<file path="src/rtl/dmem_dump_arbiter.sv">
// ============================================================================
//  Module   : dmem_dump_arbiter
//  Brief    : Shares the data-RAM port between the MEM stage and a debug dump
//             that streams the first DUMP_WORDS words out as bytes, MSB first.
//  Revision : 1.0 - initial release
// ============================================================================
`default_nettype none

module dmem_dump_arbiter #(
    parameter int LEN        = 32,
    parameter int DUMP_WORDS = 32,
    parameter int IDX_W      = $clog2(DUMP_WORDS) + 1
) (
    input  logic           clk,
    input  logic           reset,
    input  logic           halt_flag,
    input  logic           dump_start,
    input  logic [LEN-1:0] pipe_addr,
    input  logic [LEN-1:0] pipe_wdata,
    input  logic           pipe_we,
    input  logic           pipe_re,
    output logic [LEN-1:0] ram_addr,
    output logic [LEN-1:0] ram_din,
    output logic           ram_we,
    output logic           ram_en,
    input  logic [LEN-1:0] ram_dout,
    output logic [7:0]     tx_byte,
    output logic           tx_valid,
    input  logic           tx_ready,
    output logic           busy,
    output logic           dump_done,
    output logic           dump_err
);

    typedef enum logic [2:0] {
        S_PIPE = 3'd0,
        S_RD   = 3'd1,
        S_CAP  = 3'd2,
        S_TX   = 3'd3,
        S_DONE = 3'd4
    } state_t;

    localparam logic [IDX_W-1:0] C_LAST_IDX = IDX_W'(DUMP_WORDS - 1);

    state_t           r_state_q, w_state_d;
    logic [IDX_W-1:0] r_widx_q,  w_widx_d;
    logic [1:0]       r_bidx_q,  w_bidx_d;
    logic [LEN-1:0]   r_word_q,  w_word_d;
    logic             r_err_q,   w_err_d;

    always_ff @(posedge clk) begin
        if (reset) begin
            r_state_q <= S_PIPE;
            r_widx_q  <= '0;
            r_bidx_q  <= '0;
            r_word_q  <= '0;
            r_err_q   <= 1'b0;
        end else begin
            r_state_q <= w_state_d;
            r_widx_q  <= w_widx_d;
            r_bidx_q  <= w_bidx_d;
            r_word_q  <= w_word_d;
            r_err_q   <= w_err_d;
        end
    end

    always_comb begin
        w_state_d = r_state_q;
        w_widx_d  = r_widx_q;
        w_bidx_d  = r_bidx_q;
        w_word_d  = r_word_q;
        w_err_d   = 1'b0;
        case (r_state_q)
            S_PIPE: begin
                if (dump_start) begin
                    if (halt_flag) begin
                        w_state_d = S_RD;
                        w_widx_d  = '0;
                    end else begin
                        w_err_d = 1'b1;
                    end
                end
            end
            S_RD:  w_state_d = S_CAP;
            S_CAP: begin
                w_word_d  = ram_dout;
                w_bidx_d  = '0;
                w_state_d = S_TX;
            end
            S_TX: begin
                if (tx_ready) begin
                    w_bidx_d = r_bidx_q + 2'd1;
                    // Fourth byte of the word leaves on this handshake
                    if (r_bidx_q == 2'd3) begin
                        if (r_widx_q == C_LAST_IDX) begin
                            w_state_d = S_DONE;
                        end else begin
                            w_widx_d  = r_widx_q + 1'b1;
                            w_state_d = S_RD;
                        end
                    end
                end
            end
            S_DONE:  w_state_d = S_PIPE;
            default: w_state_d = S_PIPE;
        endcase
    end

    always_comb begin
        busy      = (r_state_q != S_PIPE);
        dump_done = (r_state_q == S_DONE);
        dump_err  = r_err_q;
        tx_valid  = (r_state_q == S_TX);
        tx_byte   = 8'h00;
        if (r_state_q == S_TX) begin
            case (r_bidx_q)
                2'd0:    tx_byte = r_word_q[31:24];
                2'd1:    tx_byte = r_word_q[23:16];
                2'd2:    tx_byte = r_word_q[15:8];
                default: tx_byte = r_word_q[7:0];
            endcase
        end
        if (r_state_q == S_PIPE) begin
            ram_addr = pipe_addr;
            ram_din  = pipe_wdata;
            ram_we   = pipe_we;
            ram_en   = pipe_re | pipe_we;
        end else begin
            ram_addr = LEN'(r_widx_q);
            ram_din  = '0;
            ram_we   = 1'b0;
            ram_en   = 1'b1;
        end
    end

endmodule

`default_nettype wire

</file>
<file path="config.mk">
export PLATFORM = sky130hd
export DESIGN_NAME = dmem_dump_arbiter
export DESIGN_NICKNAME = d
export VERILOG_FILES = /design/src/rtl/dmem_dump_arbiter.sv
export SDC_FILE = /design/constraint.sdc
export NUM_CORES = 1
export LEC_CHECK = 0
export ABC_AREA = 1
export CAP_MARGIN = 20
export CORE_ASPECT_RATIO = 0.7
export CORE_UTILIZATION = 32
export CTS_CLUSTER_DIAMETER = 120
export CTS_CLUSTER_SIZE = 24
export DETAILED_ROUTE_END_ITERATION = 10
export GPL_ROUTABILITY_DRIVEN = 0
export PLACE_DENSITY = 0.74
export SETUP_SLACK_MARGIN = 0.15
export SYNTH_ARGS = -nofsm -noshare
export SYNTH_HDL_FRONTEND = slang
export SYNTH_SLANG_ARGS = --single-unit
</file>
<file path="constraint.sdc">
create_clock -name clk -period 1.61 [get_ports clk]
set_clock_uncertainty 0.2 [all_clocks]
set_input_delay 0.483 -clock clk [delete_from_list [all_inputs] [get_ports clk]]
set_output_delay 0.483 -clock clk [all_outputs]
set_load 0.01 [all_outputs]
</file>
* Yosys cells after proc, flatten, opt, wreduce, memory -nomap -nowiden *
Cells that the tools add are included.

storage, ports and cells
  flip-flop bits (word level) = 44
  RAM bits = 0
  bits in latches = 0
  input port bits = 103
  memory bits (read-only) = 0
  memories = 0
  word-level logic and storage cells = 53
  output and inout bits = 78

operators by class
  multiplexer cells = 21
  multipliers = 0
  shift operators = 0
  reduce and logical (&&, ||, !) cells = 9
  bitwise gates (word level) = 3
  add/subtract/negate cells = 2
  div/mod/pow operators = 0
  eq/ne operators = 13
  $lt $le $gt $ge = 0

operator list
  kind                 number
  $mux 32              2
  $mux 6               5
  $pmux 8 s3           1
  $mux 3               5
  $pmux 3 s4           1
  $pmux 6 s2           1
  $mux 8               1
  $add 6x1->6 const B  1
  $eq 3x2->1 const B   2
  $eq 6x5->1 const B   1
  $ne 2x2->1 const B   3
  $reduce_and 6->1     1
  $eq 2x2->1 const B   2
  $ne 2x1->1 const B   2
  $pmux 2 s2           1
  $reduce_and 4->1     1
  $reduce_bool 2->1    2
  $eq 3x1->1 const B   1
  $eq 3x3->1 const B   1
  $logic_not 3->1      1
  $mux 1               3
  $reduce_bool 3->1    1
  $reduce_or 3->1      1
  $add 2x1->2 const B  1
  other kinds (6)      7

* Logic depth before layout (Yosys ltp) *
Gate-level depths: netlist of run 1.

  depth after elaboration = 5
  depth in mapped cells = 9
  mapped depth without buffers = 8

* Worst setup path before layout of run 1 *
No wires, ideal clock.

  path kind = register to output
  start = register r_state_q[0]
  end = output tx_byte[0]
  stages on the path, launching flop included = 6
  path slack = -0.268 ns
  arrival time = 1.195 ns
  buffers on the path = 1
  data required time = 0.927 ns
  cell sequence = dfxtp_1 -> nand2_2 -> nor2_4 -> buf_4 -> o21ai_0 -> a31oi_1

between the ends
  word-level cells in the longest chain between the ends = 2

ends and longest elaborated chain
  element                 line  RTL
  from (decl)             45    state_t r_state_q, w_state_d;
  from (signal assigned)  59    r_state_q <= w_state_d;
  $eq 3x2->1              -
  named net tx_valid      28    output logic tx_valid,
  $mux 8                  115   if (r_state_q == S_TX) begin
  to (decl)               27    output logic [7:0] tx_byte,

The timed path passes the listed nets, and every way through them passes these cells.

* Worst setup path in the final report of run 1 *
  start = register r_bidx_q[0]
  end = output tx_byte[5]

between the ends
  word-level cells in the longest chain between the ends = 3
  elaborated cells between the ends (all ways) = 5
  those cells by class = eq/ne: 2; mux: 2; reduce/logical: 1

ends and longest elaborated chain
  element                                   line  RTL
  from (decl)                               47    logic [1:0] r_bidx_q, w_bidx_d;
  from (signal assigned)                    61    r_bidx_q <= w_bidx_d;
  $eq 2x2->1, or another cell as far along  116   case (r_bidx_q)
  $pmux 8 s3 (*)                            116
  $mux 8 (*)                                115

Every way passes the cells marked *; elsewhere a longest branch is shown, timed or not.

==> impl_metrics.json, run 1 <==
{
  "grt_pass1_wl_um": 18700,
  "synth.largest_area_cell": "dfxtp_1",
  "path_buf_inv": 3,
  "slew_violations": 0,
  "cap_violations": 0,
  "regArea_um2": 897,
  "slew_headroom_pct": 83.4,
  "period_minus_slack_ns": 2.27,
  "r2r_slack_ns": -0.28,
  "rows": 27,
  "power.density_nw_per_um2": 1290,
  "hp-start": "r_word_q[19]",
  "dieArea_um2": 8480,
  "syn_area_per_cell_um2": 5.99,
  "grt_max_degree": 26,
  "tightestPinTransition_ns": 0.247,
  "min_path_type": "reg -> reg",
  "core_area_um2": 7870,
  "dr.pass1.iters": 6,
  "syn_inst": 433,
  "drtIter0Drc": 474,
  "cp_slowest_cell": "dfxtp_2",
  "worstSetupPathType": "reg -> out",
  "fmax_mhz": 441,
  "r2r-end": "r_widx_q[3]",
  "yosys.cell_types.count": 24,
  "antenna_found_initial": 0,
  "final_nets": 790,
  "io_pins": 181,
  "clockBufferDepth": 2,
  "final.setup.tns_ns": -45.99,
  "fill_cells": 369,
  "critPathMaxStageDelay_ns": 0.34,
  "port-buffer-count": 180,
  "multiInputGateArea_um2": 2320,
  "drive_above_1_share_pct": 53.6,
  "ys_seq_area_share_pct": 33.9,
  "p_leak_nw": 2.91,
  "track_usage_pct": 28.5,
  "crit_path_start_kind": "register",
  "place_hpwl_um": 7840,
  "antenna_left": 0,
  "wl_per_cell_um": 22.0,
  "route.detailed.drc": 0,
  "die_h_um": 77.3,
  "worstPathCellList": "buf_6, ha_4, buf_6, a21oi_2, a31oi_4, buf_2",
  "drt_wl_total_um": 17200,
  "n_antenna_cell": 0,
  "worstHoldEndpoint": "r_word_q[19]",
  "cp_top_family": "buffers and inverters",
  "worstPathArrival_ns": 1.58,
  "num_vias": 4358,
  "synth_nets": 541,
  "hold_buffers": 0,
  "yosysTopAreaCellShare_pct": 33.9,
  "clock_latency_ns": 0.29,
  "synth.cell_area_um2": 2590,
  "endpoint_kind": "output pin",
  "required_ns": 0.93,
  "setup_slack_ns": -0.658,
  "synth.area.top_cells": "dfxtp_1 34%, nor2_1 19%, inv_1 11%, o21ai_0 8.9%, nand2_1 7.1%",
  "syn2layout_area_growth_pct": 159,
  "initial_core_util_pct": 33.0,
  "viasPerCell": 5.56,
  "synth-seq-cells": 44,
  "reg2reg_depth": 11,
  "grt_pass1_vias": 3700,
  "outcome": "complete, but fails checks",
  "violations": "setup timing",
  "numClockSinks": 44,
  "globalRouteOverflowTotal": 0,
  "critPathMaxFanout": 4,
  "clkSlewWorstSetupHoldPaths_ns": 0.06,
  "grt_setup_unrepaired": "yes",
  "crit_top_cell": "buf_6",
  "ir_drop_mv": 1.24,
  "yosys_warnings": 0,
  "whs_path_depth": 2,
  "setup_viol": 120,
  "cts_tree": "done",
  "cts_buffers": 5,
  "die_w_um": 110,
  "htree_levels": 2,
  "period_share_pct": 141,
  "rr_startpoint": "r_state_q[0]",
  "root_buffer": "clkbuf_16",
  "final_core_util_pct": 85.3,
  "hold_viol_final": 0
}
==> sequential cells by signal, indices dropped and copies added, names as in the netlist <==
signal / flops
r_bidx_q: 2
r_widx_q: 6
dump_err: 1
r_word_q: 32
r_state_q: 3
==> worst reg2reg max path: cells and delay by family (launching register included) <==
family,cells,cell delay [ns]
DFF,1,0.40
buffers and inverters,4,0.46
and+or+nand+nor,6,0.64
AOI/OAI and AO/OA,1,0.13
==> synthesized netlist by cell type <==
cell type  count
a21oi_1       17
a21oi_2        1
a31oi_1        9
buf_1          9
buf_2          8
buf_4          1
clkbuf_1       5
dfxtp_1       44
ha_1           5
inv_1         75
inv_2          1
nand2_1       49
nand2_2        3
nand2_4        2
nand3_1       14
nand3_4        1
nand4_1        3
nor2_1       134
nor2_2         1
nor2_4         1
nor3_1         2
nor3_4         1
nor3b_1        1
o21ai_0       46
==> cell type report <==
type                       instances  area share, %
timing repair buffer             265           43.2
multi-input combinational        290           34.6
sequential                        44           13.4
inverter                          76           4.73
clock buffer                       6           2.07
tap                              101           1.88
clock inverter                     2          0.149
==> placed cells by master (no fill, tap or decap), drive strengths merged <==
| cell | Yosys | routed |
|---|---|---|
| clkbuf | 5 | 12 |
| dfxtp | 44 | 44 |
| nor3b | 1 | 1 |
| nor2 | 136 | 136 |
| nand2 | 54 | 54 |
| o21ai | 46 | 46 |
| a31oi | 9 | 9 |
| clkdlybuf4s50 | 0 | 100 |
| dlygate4sd2 | 0 | 1 |
| inv | 76 | 76 |
| dlymetal6s2s | 0 | 1 |
| nor3 | 3 | 3 |
| nand4 | 3 | 3 |
| nand3 | 15 | 15 |
| clkinv | 0 | 2 |
| ha | 5 | 5 |
| a21oi | 18 | 18 |
| buf | 18 | 157 |
==> timing repair <==
item                                    in CTS  in global routing
pin swaps                                   25                 39
resized for setup                          454                200
gates cloned                                 8                  7
endpoints found under the setup margin     120                121
setup buffers                               19                  3
==> kinds of logic (layout without fill, tap and decap cells) <==
| logic type | Yosys count | after routing | share of synthesized area, % |
|---|---|---|---|
| DFF | 44 | 44 | 33.9 |
| adders and majority gates | 5 | 5 | 2.41 |
| and+or+nand+nor | 212 | 212 | 34.1 |
| AOI/OAI and AO/OA | 73 | 73 | 14.7 |
| buffers and inverters | 99 | 349 | 14.9 |
==> per-stage QoR <==
step	cells	instance area [um^2]	hold WS (ns)	total power [mW]	setup slack, ns
after floorplan	433	2850	0.265	3.10	-0.109
after global placement	739	5090	0.290	4.85	-0.721
after detailed placement	739	5090	0.294	4.92	-0.752
after CTS	774	5700	0.307	6.64	-0.497
after global routing	784	6710	0.337	8.91	-0.699
final	784	6710	0.316	8.63	-0.658
==> power breakdown <==
part           leakage, nW  switching (mW)  internal, mW
clock network       0.0766           0.442         0.612
registers            0.362           0.292          1.33
logic                 2.47            2.92          3.03
total                 2.91            3.66          4.98
==> layer usage <==
| metal | track usage, % | routed length (um) |
|---|---|---|
| met1 | 34.4 | 6300 |
| met2 | 50.6 | 8220 |
| met3 | 5.55 | 1710 |
| met4 | 8.67 | 981 |
| met5 | 0 | 0 |
==> worst max path at each step <==
| stage | start | end | slack (ns) | cells past startpoint |
|---|---|---|---|---|
| after global routing | r_bidx_q[0] | tx_byte[5] | -0.70 | 7 |
| final | r_bidx_q[0] | tx_byte[5] | -0.66 | 6 |
| after floorplan | r_state_q[0] | tx_byte[0] | -0.11 | 5 |
| after CTS | r_bidx_q[0] | tx_byte[7] | -0.50 | 6 |
| after global placement | pipe_wdata[3] | ram_din[3] | -0.72 | 4 |
| after detailed placement | pipe_wdata[3] | ram_din[3] | -0.75 | 4 |
No activity file was read; power rests on OpenSTA's default activity.
==> inputs of run 2 (changes only) <==
CORE_MARGIN = 10   (was unset)
==> run 2 against run 1 <==
The run still ends with setup timing left. Die area is 44% higher. Critical path depth stayed put. Core utilization down 8.2 points. First-iteration DRC count down 30%. Sequential power down 2%. Clock power rose by 17%. Worst hold slack better by 0.0022 ns. Flip-flop and latch count stayed put. Combinational power fell by 18%. Fmax grew 1.7%. Cell area down 9.6%. Largest cell class unchanged.
==> impl_metrics.json, run 2 (synthesis results as in run 1) <==
{
  "outcome": "complete, but fails checks",
  "violations": "setup timing",
  "tightestPinTransition_ns": 0.276,
  "critPathMaxFanout": 8,
  "route.met2.wl_um": 8670,
  "die_h_um": 95.3,
  "clock_latency_ns": 0.29,
  "worstSetupPathType": "reg -> out",
  "layout_common_cells": "102 x clkdlybuf4s50_1, 67 x inv_1, 54 x nor2_1",
  "drt_wl_total_um": 16400,
  "rows": 27,
  "cap_violations": 0,
  "drive_above_1_share_pct": 48.7,
  "globalRouteOverflowTotal": 0,
  "drtIter0Drc": 332,
  "dieArea_um2": 12200,
  "period_minus_slack_ns": 2.23,
  "endpoint_kind": "output pin",
  "hold_buffers": 0,
  "htree_levels": 2,
  "n_antenna_cell": 0,
  "worstPathArrival_ns": 1.55,
  "num_vias": 4031,
  "core_area_um2": 7870,
  "grt_setup_unrepaired": "yes",
  "required_ns": 0.93,
  "min_path_type": "reg -> reg",
  "grt_pass1_vias": 3533,
  "antenna_found_initial": 0,
  "crit_path_start_kind": "register",
  "grt_max_degree": 34,
  "antenna_left": 0,
  "port-buffer-count": 180,
  "grt_pass1_wl_um": 19800,
  "slew_headroom_pct": 81.6,
  "top_regs": "r_word_q (32), r_widx_q (6), r_state_q (3)",
  "fmax_mhz": 448,
  "place_hpwl_um": 9600,
  "wl_per_cell_um": 21.3,
  "setup_viol": 105,
  "top_register": "r_word_q",
  "setup_slack_ns": -0.620,
  "layout_commonest_cell": "clkdlybuf4s50_1",
  "io_pins": 181,
  "final.setup.tns_ns": -37.99,
  "power.density_nw_per_um2": 1260,
  "cts_buffers": 5,
  "syn2layout_area_growth_pct": 134,
  "track_usage_pct": 20.3,
  "root_buffer": "clkbuf_16",
  "route.detailed.drc": 0,
  "cts_tree": "done",
  "period_share_pct": 139,
  "p_leak_nw": 2.71,
  "initial_core_util_pct": 33.0,
  "m1WireLength_um": 5970,
  "numClockSinks": 44,
  "viasPerCell": 5.24,
  "routed.top_layer": "met4",
  "slew_violations": 0,
  "die_w_um": 128,
  "met3_wirelength_um": 1130,
  "final_nets": 776,
  "clockBufferDepth": 2,
  "ir_drop_mv": 0.759,
  "dr.pass1.iters": 5,
  "clkSlewWorstSetupHoldPaths_ns": 0.07,
  "final_core_util_pct": 77.1,
  "largest_reg_flops": 32,
  "r2r_slack_ns": -0.36,
  "hold_viol_final": 0
}
[run 2: changes by cell type in the layout (fill, tap and decap cells not counted), sizes merged]
cell and change:
dlymetal6s2s -1, clkdlybuf4s15 +1, clkdlybuf4s50 +2, bufinv +1, clkbuf -3, buf -13, inv -1, nor2 +1
dlygate4sd2 -1
[run 2: per-stage QoR]
step	hold WS, ns	cell area (um^2)	total power [mW]	setup WS (ns)	instances
3_5_place_dp	0.298	5060	4.98	-0.763	734
6_report	0.319	6070	7.67	-0.620	770
2_1_floorplan	0.265	2850	3.10	-0.109	433
3_3_place_gp	0.284	5060	4.91	-0.764	734
5_1_grt	0.337	6070	7.94	-0.634	770
4_1_cts	0.305	5390	6.39	-0.519	761
[run 2: area by class of cell]
class | instances | area (um^2)
Timing Repair Buffer | 250 | 2460
Clock inverter | 2 | 38.8
Fill cell | 484 | 1800
Clock buffer | 6 | 139
Sequential cell | 44 | 897
Inverter | 76 | 318
Tap cell | 101 | 126
Multi-Input combinational cell | 291 | 2090
[run 2: final timing paths]
path	from	endpoint	cells past startpoint
worst max-delay path	r_bidx_q[0]	tx_byte[3]	6
worst min-delay path	r_word_q[31]	r_word_q[31]	2
worst min register to register	r_word_q[31]	r_word_q[31]	2
worst max register to register	r_state_q[2]	r_widx_q[1]	11
[run 2: routing by layer]
metal  up-vias  GRT usage, %
li1       1796             -
met3        70          5.10
met1      1942          23.6
met2       223          36.4
met4         0          5.79
met5         -             0
[run 2: critical path, stage by stage, from the launching register on]
cell,delay [ns]
dfxtp_4,0.40
ha_4,0.16
buf_8,0.15
clkinv_8,0.09
o21ai_1,0.23
a31oi_2,0.07
buf_2,0.15
[run 2: report_power, final]
group	leakage (nW)	total, mW	switching, mW	internal [mW]
clock network	0.0871	1.23	0.454	0.778
registers	0.362	1.58	0.247	1.33
logic	2.26	4.85	2.51	2.34
total	2.71	7.67	3.21	4.45
[run 2: repair_timing]
item / 4_1_cts / 5_1_grt
pin swaps: 19 / 25
cloned: 6 / 4
setup endpoints to repair: 121 / 120
buffers inserted: 13 / 5
resized for setup: 399 / 148
